**src/rtl/layer_feed_buffer.sv**
```systemverilog
// Collects NUM_IN activation words into a shadow frame and publishes them to
// the node-facing lane registers in one cycle; out_valid trails each publish.
module layer_feed_buffer #(
    parameter int unsigned NUM_IN       = 15,
    parameter int unsigned NODE_LATENCY = 3
) (
    input  logic        clk,
    input  logic        reset,
    input  logic        flush,
    input  logic [31:0] in_data,
    input  logic        in_valid,
    output logic        in_ready,
    output logic [31:0] A0x,
    output logic [31:0] A1x,
    output logic [31:0] A2x,
    output logic [31:0] A3x,
    output logic [31:0] A4x,
    output logic [31:0] A5x,
    output logic [31:0] A6x,
    output logic [31:0] A7x,
    output logic [31:0] A8x,
    output logic [31:0] A9x,
    output logic [31:0] A10x,
    output logic [31:0] A11x,
    output logic [31:0] A12x,
    output logic [31:0] A13x,
    output logic [31:0] A14x,
    output logic        frame_valid,
    output logic        out_valid,
    output logic [15:0] frame_count
);

    localparam int unsigned IDX_W = (NUM_IN > 1) ? $clog2(NUM_IN) : 1;

    typedef enum logic {
        FILL,
        PUBLISH
    } state_t;

    state_t                  state_q, state_d;
    logic [IDX_W-1:0]        idx_q, idx_d;
    logic [31:0]             shadow_q [NUM_IN];
    logic [31:0]             lane_q   [NUM_IN];
    logic                    frame_valid_q;
    logic [NODE_LATENCY-1:0] delay_q;
    logic [15:0]             frame_count_q;
    logic                    xfer;
    logic                    publish;

    always_ff @(posedge clk or negedge reset) begin
        if (!reset) begin
            state_q <= FILL;
            idx_q   <= '0;
        end else begin
            state_q <= state_d;
            idx_q   <= idx_d;
        end
    end

    // in_ready is gated by reset so it drops the moment reset asserts.
    always_comb begin
        state_d  = state_q;
        idx_d    = idx_q;
        in_ready = 1'b0;
        xfer     = 1'b0;
        publish  = 1'b0;
        case (state_q)
            FILL: begin
                in_ready = reset & ~flush;
                xfer     = in_valid & in_ready;
                if (flush) begin
                    idx_d = '0;
                end else if (xfer) begin
                    if (idx_q == IDX_W'(NUM_IN - 1)) begin
                        idx_d   = '0;
                        state_d = PUBLISH;
                    end else begin
                        idx_d = idx_q + 1'b1;
                    end
                end
            end
            PUBLISH: begin
                publish = 1'b1;
                state_d = FILL;
            end
            default: begin
                state_d = FILL;
                idx_d   = '0;
            end
        endcase
    end

    always_ff @(posedge clk or negedge reset) begin
        if (!reset) begin
            for (int unsigned i = 0; i < NUM_IN; i++) begin
                shadow_q[i] <= '0;
                lane_q[i]   <= '0;
            end
        end else begin
            if (xfer) begin
                shadow_q[idx_q] <= in_data;
            end
            if (publish) begin
                for (int unsigned i = 0; i < NUM_IN; i++) begin
                    lane_q[i] <= shadow_q[i];
                end
            end
        end
    end

    always_ff @(posedge clk or negedge reset) begin
        if (!reset) begin
            frame_valid_q <= 1'b0;
            frame_count_q <= '0;
            delay_q       <= '0;
        end else begin
            frame_valid_q <= publish;
            if (publish) begin
                frame_count_q <= frame_count_q + 16'd1;
            end
            delay_q[0] <= frame_valid_q;
            for (int unsigned i = 1; i < NODE_LATENCY; i++) begin
                delay_q[i] <= delay_q[i-1];
            end
        end
    end

    assign frame_valid = frame_valid_q;
    assign out_valid   = delay_q[NODE_LATENCY-1];
    assign frame_count = frame_count_q;

    assign A0x  = lane_q[0];
    assign A1x  = lane_q[1];
    assign A2x  = lane_q[2];
    assign A3x  = lane_q[3];
    assign A4x  = lane_q[4];
    assign A5x  = lane_q[5];
    assign A6x  = lane_q[6];
    assign A7x  = lane_q[7];
    assign A8x  = lane_q[8];
    assign A9x  = lane_q[9];
    assign A10x = lane_q[10];
    assign A11x = lane_q[11];
    assign A12x = lane_q[12];
    assign A13x = lane_q[13];
    assign A14x = lane_q[14];

endmodule

```
**config.mk**
```make
export PLATFORM = sky130hd
export DESIGN_NAME = layer_feed_buffer
export DESIGN_NICKNAME = d
export VERILOG_FILES = /design/src/rtl/layer_feed_buffer.sv
export SDC_FILE = /design/constraint.sdc
export NUM_CORES = 1
export LEC_CHECK = 0
export BUFFER_PORTS_ARGS = -buffer_cell sky130_fd_sc_hd__clkbuf_2
export CORE_MARGIN = 5
export CORE_UTILIZATION = 34
export CTS_BUF_LIST = sky130_fd_sc_hd__clkbuf_2 sky130_fd_sc_hd__clkbuf_4 sky130_fd_sc_hd__clkbuf_8
export DETAILED_ROUTE_END_ITERATION = 10
export GPL_ROUTABILITY_DRIVEN = 0
export SETUP_SLACK_MARGIN = 0.4
export SLEW_MARGIN = 0
export SYNTH_ARGS = -nofsm -noshare
export SYNTH_HDL_FRONTEND = slang
export SYNTH_SLANG_ARGS = --single-unit
```
**constraint.sdc**
```tcl
create_clock -name clk -period 1.9 [get_ports clk]
set_input_delay 0.38 -clock clk [delete_from_list [all_inputs] [get_ports clk]]
set_output_delay 0.38 -clock clk [all_outputs]
set_load 0.01 [all_outputs]
```
==> results.cfg, run 1 <==
[floorplan]
dieArea_sq_um = 115000
die_h_um = 339
die_w_um = 339
rows = 120
initial_core_util_pct = 34.3
ioPinCount = 535
core-area_sq_um = 107000

[synthesis]
avgSynthCellArea_sq_um = 17.0
synth_top_area_share_pct = 67.1
synth_top_area_cell = dfrtp_1
ys_seq_elements = 985
ys_types = 34
synthCells = 2166
mappedNetlistNets = 2203
syn-cell-area_sq_um = 36700
yosysSeqAreaShare_pct = 67.1
synthTopCellsByArea = dfrtp_1 (67%), mux2_2 (29%), clkbuf_1 (0.68%), buf_2 (0.68%), buf_6 (0.46%)
ys.warnings.count = 0

[detailed_routing]
via_per_inst = 4.82
drc = 0
vias = 21600
first_iter_violations = 859
first_pass_iters = 5
totalWireLength_um = 115000
wl_per_cell_um = 25.7
ant_nets = 0

[placed_design]
dpl.hpwl_um = 66100
dp_cells = 4032
port_buffers = 534
post_dp_cell_area_sq_um = 41900
dp_slack_ns = -0.168

[setup_path]
crit_path_start_kind = register
critPathKind = register to register
path_max_fanout = 6
crit_chain = nand4bb_4 -> buf_6 -> buf_6 -> nor3b_4 -> buf_6 -> buf_12 -> nand2_8 -> buf_12 -> mux2_2
max_stage_delay_ns = 0.48
crit_required_ns = 2.57
cp.arrival_ns = 3.02
slowest_stage = dfrtp_4
worst-path-buf-inv = 5
cp-end-kind = register
cp_common_cell = buf_6
crit_cells = 9
crit_family = buffers and inverters
reg2regPathDepth = 9

[flow_run]
maxCapViolCount = 0

[power_and_ir_drop]
power_frac_clock_pct = 47.2
swShare_pct = 22.6
ir_drop_uv = 524
combPwrFrac_pct = 3.3
powerDensity_nw_per_um2 = 898
cell_internal_pwr_w = 0.0339
p_leak_nw = 25.5
seqPwrFrac_pct = 49.5
p_switching_w = 0.00990

[sta]
timing.hold.ws_ns = -0.452
rsz0062_at_grt = yes
fmax_ghz = 0.424
tightest_slew_ns = 1.00
slew_violations = 0
finalHoldViolCount = 54
finalClockSkew_ns = 0.0691
fin_crit_ns = 2.36
slew_headroom_pct = 33.3
setup_slack_ns = -0.457
finalCritPeriodShare_pct = 124
setup_violations = 554

[clocking]
cts_max_level = 4
cts_tree = done
clockBufferDepth = 3
cts_buffers = 165
cts.clk_slew.worst_paths_ns = 0.06
cts_root_buf = clkbuf_8
hold_buffers = 4
clk_latency_ns = 0.85
cts.sinks = 985

[grt]
grt_pass1_wl_um = 166000
grt.total_usage_pct = 19.4
grt_pass1_vias = 23900
grt_overflow = 0
grt_max_degree = 173
grt_antenna_before_repair = 13

[min_path]
holdCritPathClass = primary input to async pin

[outcome]
violations = negative hold slack, negative setup slack
status = complete, but fails checks

[final_layout]
drive_gt1_share_pct = 66.0
final_common_cell = dfrtp_1
design_area_sq_um = 48800
fill_cells = 9357
syn2layout_area_growth_pct = 32.8
instances_no_fill = 4479
final_cell_mix = dfrtp_1 (981), mux2_2 (797), clkbuf_2 (532), clkbuf_8 (208), mux2_4 (164)
nets = 2974
flip-flops by register name (all words and copies together) (netlist names), 16 cells and up:
name / flops
shadow_q: 480
A0x: 32
A10x: 32
A11x: 32
A12x: 32
A13x: 32
A14x: 32
A1x: 32
A2x: 32
A3x: 32
A4x: 32
A5x: 32
A6x: 32
A7x: 32
A8x: 32
A9x: 32
frame_count: 16
cell families after synthesis:
family                   Yosys count  share of synthesized area (%)
multiplexers                     961                           29.5
buffers and inverters            139                           1.95
AO/OA/AOI/OAI                     11                          0.184
flip-flops                       985                           67.1
AND/OR/NAND/NOR                   54                          0.896
adder cells (fa/ha/maj)            1                         0.0341
XOR/XNOR                          15                          0.358
layer usage:
layer  GRT usage, %  up-vias  part of all wire [%]
met5              0        -                     0
met4           6.31        0                   2.8
met3           5.95      175                   6.3
met2           32.9      617                    50
met1           23.6    11500                    41
li1               -     9240                     -
power by group through the flow:
stage / logic [W] / clock network [W] / registers (W)
2_1_floorplan: 0.000541 / 0 / 0.0220
3_3_place_gp: 0.00133 / 0 / 0.0220
3_5_place_dp: 0.00139 / 0 / 0.0221
4_1_cts: 0.00145 / 0.0213 / 0.0217
5_1_grt: 0.00159 / 0.0223 / 0.0217
6_report: 0.00143 / 0.0207 / 0.0217
stage by stage:
| step | util, % | total power, W | setup TNS [ns] | hold WS, ns |
|---|---|---|---|---|
| global route | 45.5 | 0.0456 | -197.93 | -0.504 |
| floorplan | - | 0.0225 | 0 | 0.0844 |
| CTS | 44.8 | 0.0444 | -150.71 | -0.558 |
| finish | 45.5 | 0.0438 | -171.77 | -0.452 |
| detailed placement | 39.1 | 0.0234 | -22.02 | 0.343 |
| global placement | 39.1 | 0.0233 | -11.80 | 0.340 |
cell type report:
| class | instances | area, sq um | area share (%) |
|---|---|---|---|
| sequential | 985 | 24700 | 50.5 |
| multi-input combinational | 1042 | 12200 | 25.0 |
| antenna | 14 | 35.0 | 0.0718 |
| clock buffer | 257 | 3230 | 6.62 |
| timing repair buffer | 743 | 6460 | 13.2 |
| tap | 1403 | 1760 | 3.60 |
| clock inverter | 35 | 445 | 0.913 |
repair_timing:
item | in CTS | in global routing
endpoints found under the hold margin | 102 | 54
pin swaps | 7 | 2
gates resized for setup | 152 | 50
endpoints found under the setup margin | 1412 | 1451
cloned | 46 | 17
setup buffers | 58 | 16
synthesized netlist by cell type:
cell type  number
dfrtp_1       985
mux2_2        955
clkbuf_1       67
buf_2          50
nand2_1        16
buf_6          15
xnor2_1        13
nand3_1         8
mux2_1          6
buf_4           5
nand4_1         5
and3_1          4
nor2b_1         4
o21ai_0         4
nor2_1          3
a21o_1          2
a21oi_1         2
buf_1           2
nand2b_1        2
nor3_1          2
nor3b_2         2
xor2_1          2
a311oi_1        1
a31oi_1         1
and4_1          1
ha_1            1
nand4bb_4       1
nor3_2          1
nor3_4          1
nor3b_1         1
nor4_1          1
o21a_1          1
or2_1           1
or2_2           1
path summary, 6_finish.rpt:
check                                          start                   endpoint  slack, ns
worst max-delay path               state_q$_DFF_PN0_  shadow_q[428]$_DFFE_PN0P_      -0.46
worst min-delay path                           reset        A0x[31]$_DFFE_PN0P_      -0.45
worst max register to register     state_q$_DFF_PN0_  shadow_q[428]$_DFFE_PN0P_      -0.46
worst min register to register  delay_q[0]$_DFF_PN0_       delay_q[1]$_DFF_PN0_       0.36
max in group asynchronous                      reset  shadow_q[110]$_DFFE_PN0P_       0.82
min in group clk                               flush       idx_q[1]$_DFFE_PN0P_       0.13
worst reg2reg max path, stage by stage (launching register included):
cell and delay (ns):
dfrtp_4 0.48, nand4bb_4 0.30, buf_6 0.17, buf_6 0.11
nor3b_4 0.21, buf_6 0.14, buf_12 0.13, nand2_8 0.15
buf_12 0.21, mux2_2 0.29
Power figures use the tool's default switching activity.
==> run 2: changes to the inputs <==
--- a/config.mk
+++ b/config.mk
@@ -6,6 +6,7 @@
 export NUM_CORES = 1
 export LEC_CHECK = 0
 export BUFFER_PORTS_ARGS = -buffer_cell sky130_fd_sc_hd__clkbuf_2
+export CORE_ASPECT_RATIO = 2
 export CORE_MARGIN = 5
 export CORE_UTILIZATION = 34
 export CTS_BUF_LIST = sky130_fd_sc_hd__clkbuf_2 sky130_fd_sc_hd__clkbuf_4 sky130_fd_sc_hd__clkbuf_8
==> constraint.sdc (replaced) <==
create_clock -name clk -period 1.9 [get_ports clk]
set_input_delay 0 -clock clk [delete_from_list [all_inputs] [get_ports clk]]
set_output_delay 0 -clock clk [all_outputs]
set_load 0.01 [all_outputs]
==> run 2 against run 1 <==
The run still ends with negative hold slack, negative setup slack left. Flip-flop and latch count stayed put. Register-to-register slack better by 0.25 ns. First-iteration DRC count is 1.0% lower. Sequential power hardly changed. Core utilization is 2.0 points lower. Clock power is 14% lower. Sequential share of layout area is 2.2 points higher. Count of clock-buffer cells in the layout is 43 lower. Final cell count is 2.7% lower. Global-route usage is 0.30 points lower. Worst hold slack worse by 0.29 ns. Setup slack better by 0.25 ns. Critical endpoint is now shadow_q[125]$_DFFE_PN0P_. Largest cell class unchanged. Largest power group unchanged.
==> results.cfg, run 2 (synthesized netlist as in run 1, its figures left out) <==
[power_and_ir_drop]
seqPwrFrac_pct = 52.7
powerDensity_nw_per_um2 = 880
cell_internal_pwr_w = 0.0316
ir_drop_uv = 676
p_switching_w = 0.00954
combPwrFrac_pct = 3.7
p_leak_nw = 24.5
power_frac_clock_pct = 43.6
swShare_pct = 23.2

[final_layout]
nets = 2909
final_common_cell = dfrtp_1
instances_no_fill = 4359
largest_reg_flops = 480
fill_cells = 9523
syn2layout_area_growth_pct = 27.3
final_cell_mix = dfrtp_1 (984), mux2_2 (829), clkbuf_2 (532), clkbuf_8 (179), mux2_4 (128)
drive_gt1_share_pct = 63.5
ff_latch_area_sq_um = 24700
final_core_utilization_pct = 43.5
regMostFlops = shadow_q
multiInputGateArea_sq_um = 12000

[sta]
setup_violations = 478
finalCritPeriodShare_pct = 111
fin_setup_tns_ns = -45.65
finalHoldViolCount = 525
timing.hold.ws_ns = -0.742
fmax_ghz = 0.474
rsz0062_at_grt = yes
fin_crit_ns = 2.11
finalClockSkew_ns = 0.0369
slew_violations = 0
slew_headroom_pct = 19.4
tightest_slew_ns = 1.21
setup_slack_ns = -0.211

[setup_path]
crit_required_ns = 2.62
crit_path_start_kind = register
cp-end-kind = register
reg2reg_slack_ns = -0.21
path_max_fanout = 7
critPathKind = register to register
cp.arrival_ns = 2.83

[floorplan]
die_h_um = 475
die_w_um = 242
initial_core_util_pct = 34.2
ioPinCount = 535
rows = 170
dieArea_sq_um = 115000
core-area_sq_um = 107000

[clocking]
cts.clk_slew.worst_paths_ns = 0.06
cts_buffers = 144
cts_tree = done
cts_max_level = 4
cts_root_buf = clkbuf_8
clk_latency_ns = 0.87
clockBufferDepth = 3
cts.sinks = 985

[flow_run]
maxCapViolCount = 0

[detailed_routing]
drc = 0
first_iter_violations = 850
ant_nets = 0
totalWireLength_um = 114000
via_per_inst = 4.87
vias = 21200
wl_per_cell_um = 26.1
first_pass_iters = 5

[grt]
grt.total_usage_pct = 19.1
grt_pass1_vias = 23400
grt-busiest-layer = met2
grt_max_degree = 205
gr-usage-met3_pct = 5.53
grt_antenna_before_repair = 15
grt_pass1_wl_um = 164000
grtUsageMet1_pct = 22.6
grt_util_met2_pct = 33.5
grt_overflow = 0

[placed_design]
dp_slack_ns = -0.159
dpl.hpwl_um = 71600
port_buffers = 534
dp_cells = 4004

[outcome]
status = complete, but fails checks
violations = negative hold slack, negative setup slack

[min_path]
holdCritPathClass = primary input to async pin
-- run 2: changes by cell type in the layout (fill, tap and decap cells not counted), moves of 29 or more --
| cell | delta |
|---|---|
| mux2_4 | -36 |
| buf_16 | -32 |
| dlygate4sd3_1 | +35 |
| clkbuf_8 | -29 |
| mux2_2 | +32 |
-- run 2: layer usage --
metal,vias up,part of all wire [%]
met5,-,0
met4,0,2.5
li1,9075,-
met1,11300,39
met2,680,52
met3,168,6.6
-- run 2: cell type report --
class / count / area share, %
multi-input cells: 1042 / 25.6
flip-flops and latches: 985 / 52.7
repair buffers: 699 / 11.5
well taps: 1376 / 3.68
clock buffers: 214 / 5.83
clock inverters: 29 / 0.581
diodes: 14 / 0.0749
-- run 2: repair_timing --
action | CTS | global route
pin swaps | 2 | 1
resized for setup | 71 | 26
setup endpoints to repair | 1124 | 948
endpoints found under the hold margin | 1306 | 211
buffers inserted | 24 | 3
gates cloned | 18 | 13
hold buffers | 37 | 3
-- run 2: path summary, 6_finish.rpt --
kind | from | to | depth (start not counted)
worst max-delay path | state_q$_DFF_PN0_ | shadow_q[125]$_DFFE_PN0P_ | 7
worst min register to register | delay_q[0]$_DFF_PN0_ | delay_q[1]$_DFF_PN0_ | 0
worst min-delay path | reset | shadow_q[408]$_DFFE_PN0P_ | 2
max in group asynchronous | reset | A4x[6]$_DFFE_PN0P_ | 4
worst max register to register | state_q$_DFF_PN0_ | shadow_q[125]$_DFFE_PN0P_ | 7
min in group clk | reset | idx_q[0]$_DFFE_PN0P_ | 4
-- run 2: power groups by stage --
stage	clock, W	combinational (W)	sequential [W]
floorplan	0	0.000540	0.0220
global placement	0	0.00141	0.0220
detailed placement	0	0.00147	0.0221
CTS	0.0185	0.00159	0.0217
global route	0.0194	0.00170	0.0217
finish	0.0179	0.00153	0.0217
-- run 2: worst max-delay path, stage by stage (launching register included) --
cell and delay (ns):
dfrtp_4 0.50, nand4bb_4 0.25, or2_4 0.30, buf_12 0.14, nor2b_4 0.12, buf_12 0.17
buf_16 0.17, mux2_4 0.32
-- run 2: metrics by stage --
stage / total power, W / cell area, sq um
detailed placement: 0.0235 / 41800
finish: 0.0411 / 46800
CTS: 0.0418 / 46200
global placement: 0.0234 / 41800
floorplan: 0.0225 / 37300
global route: 0.0428 / 46700
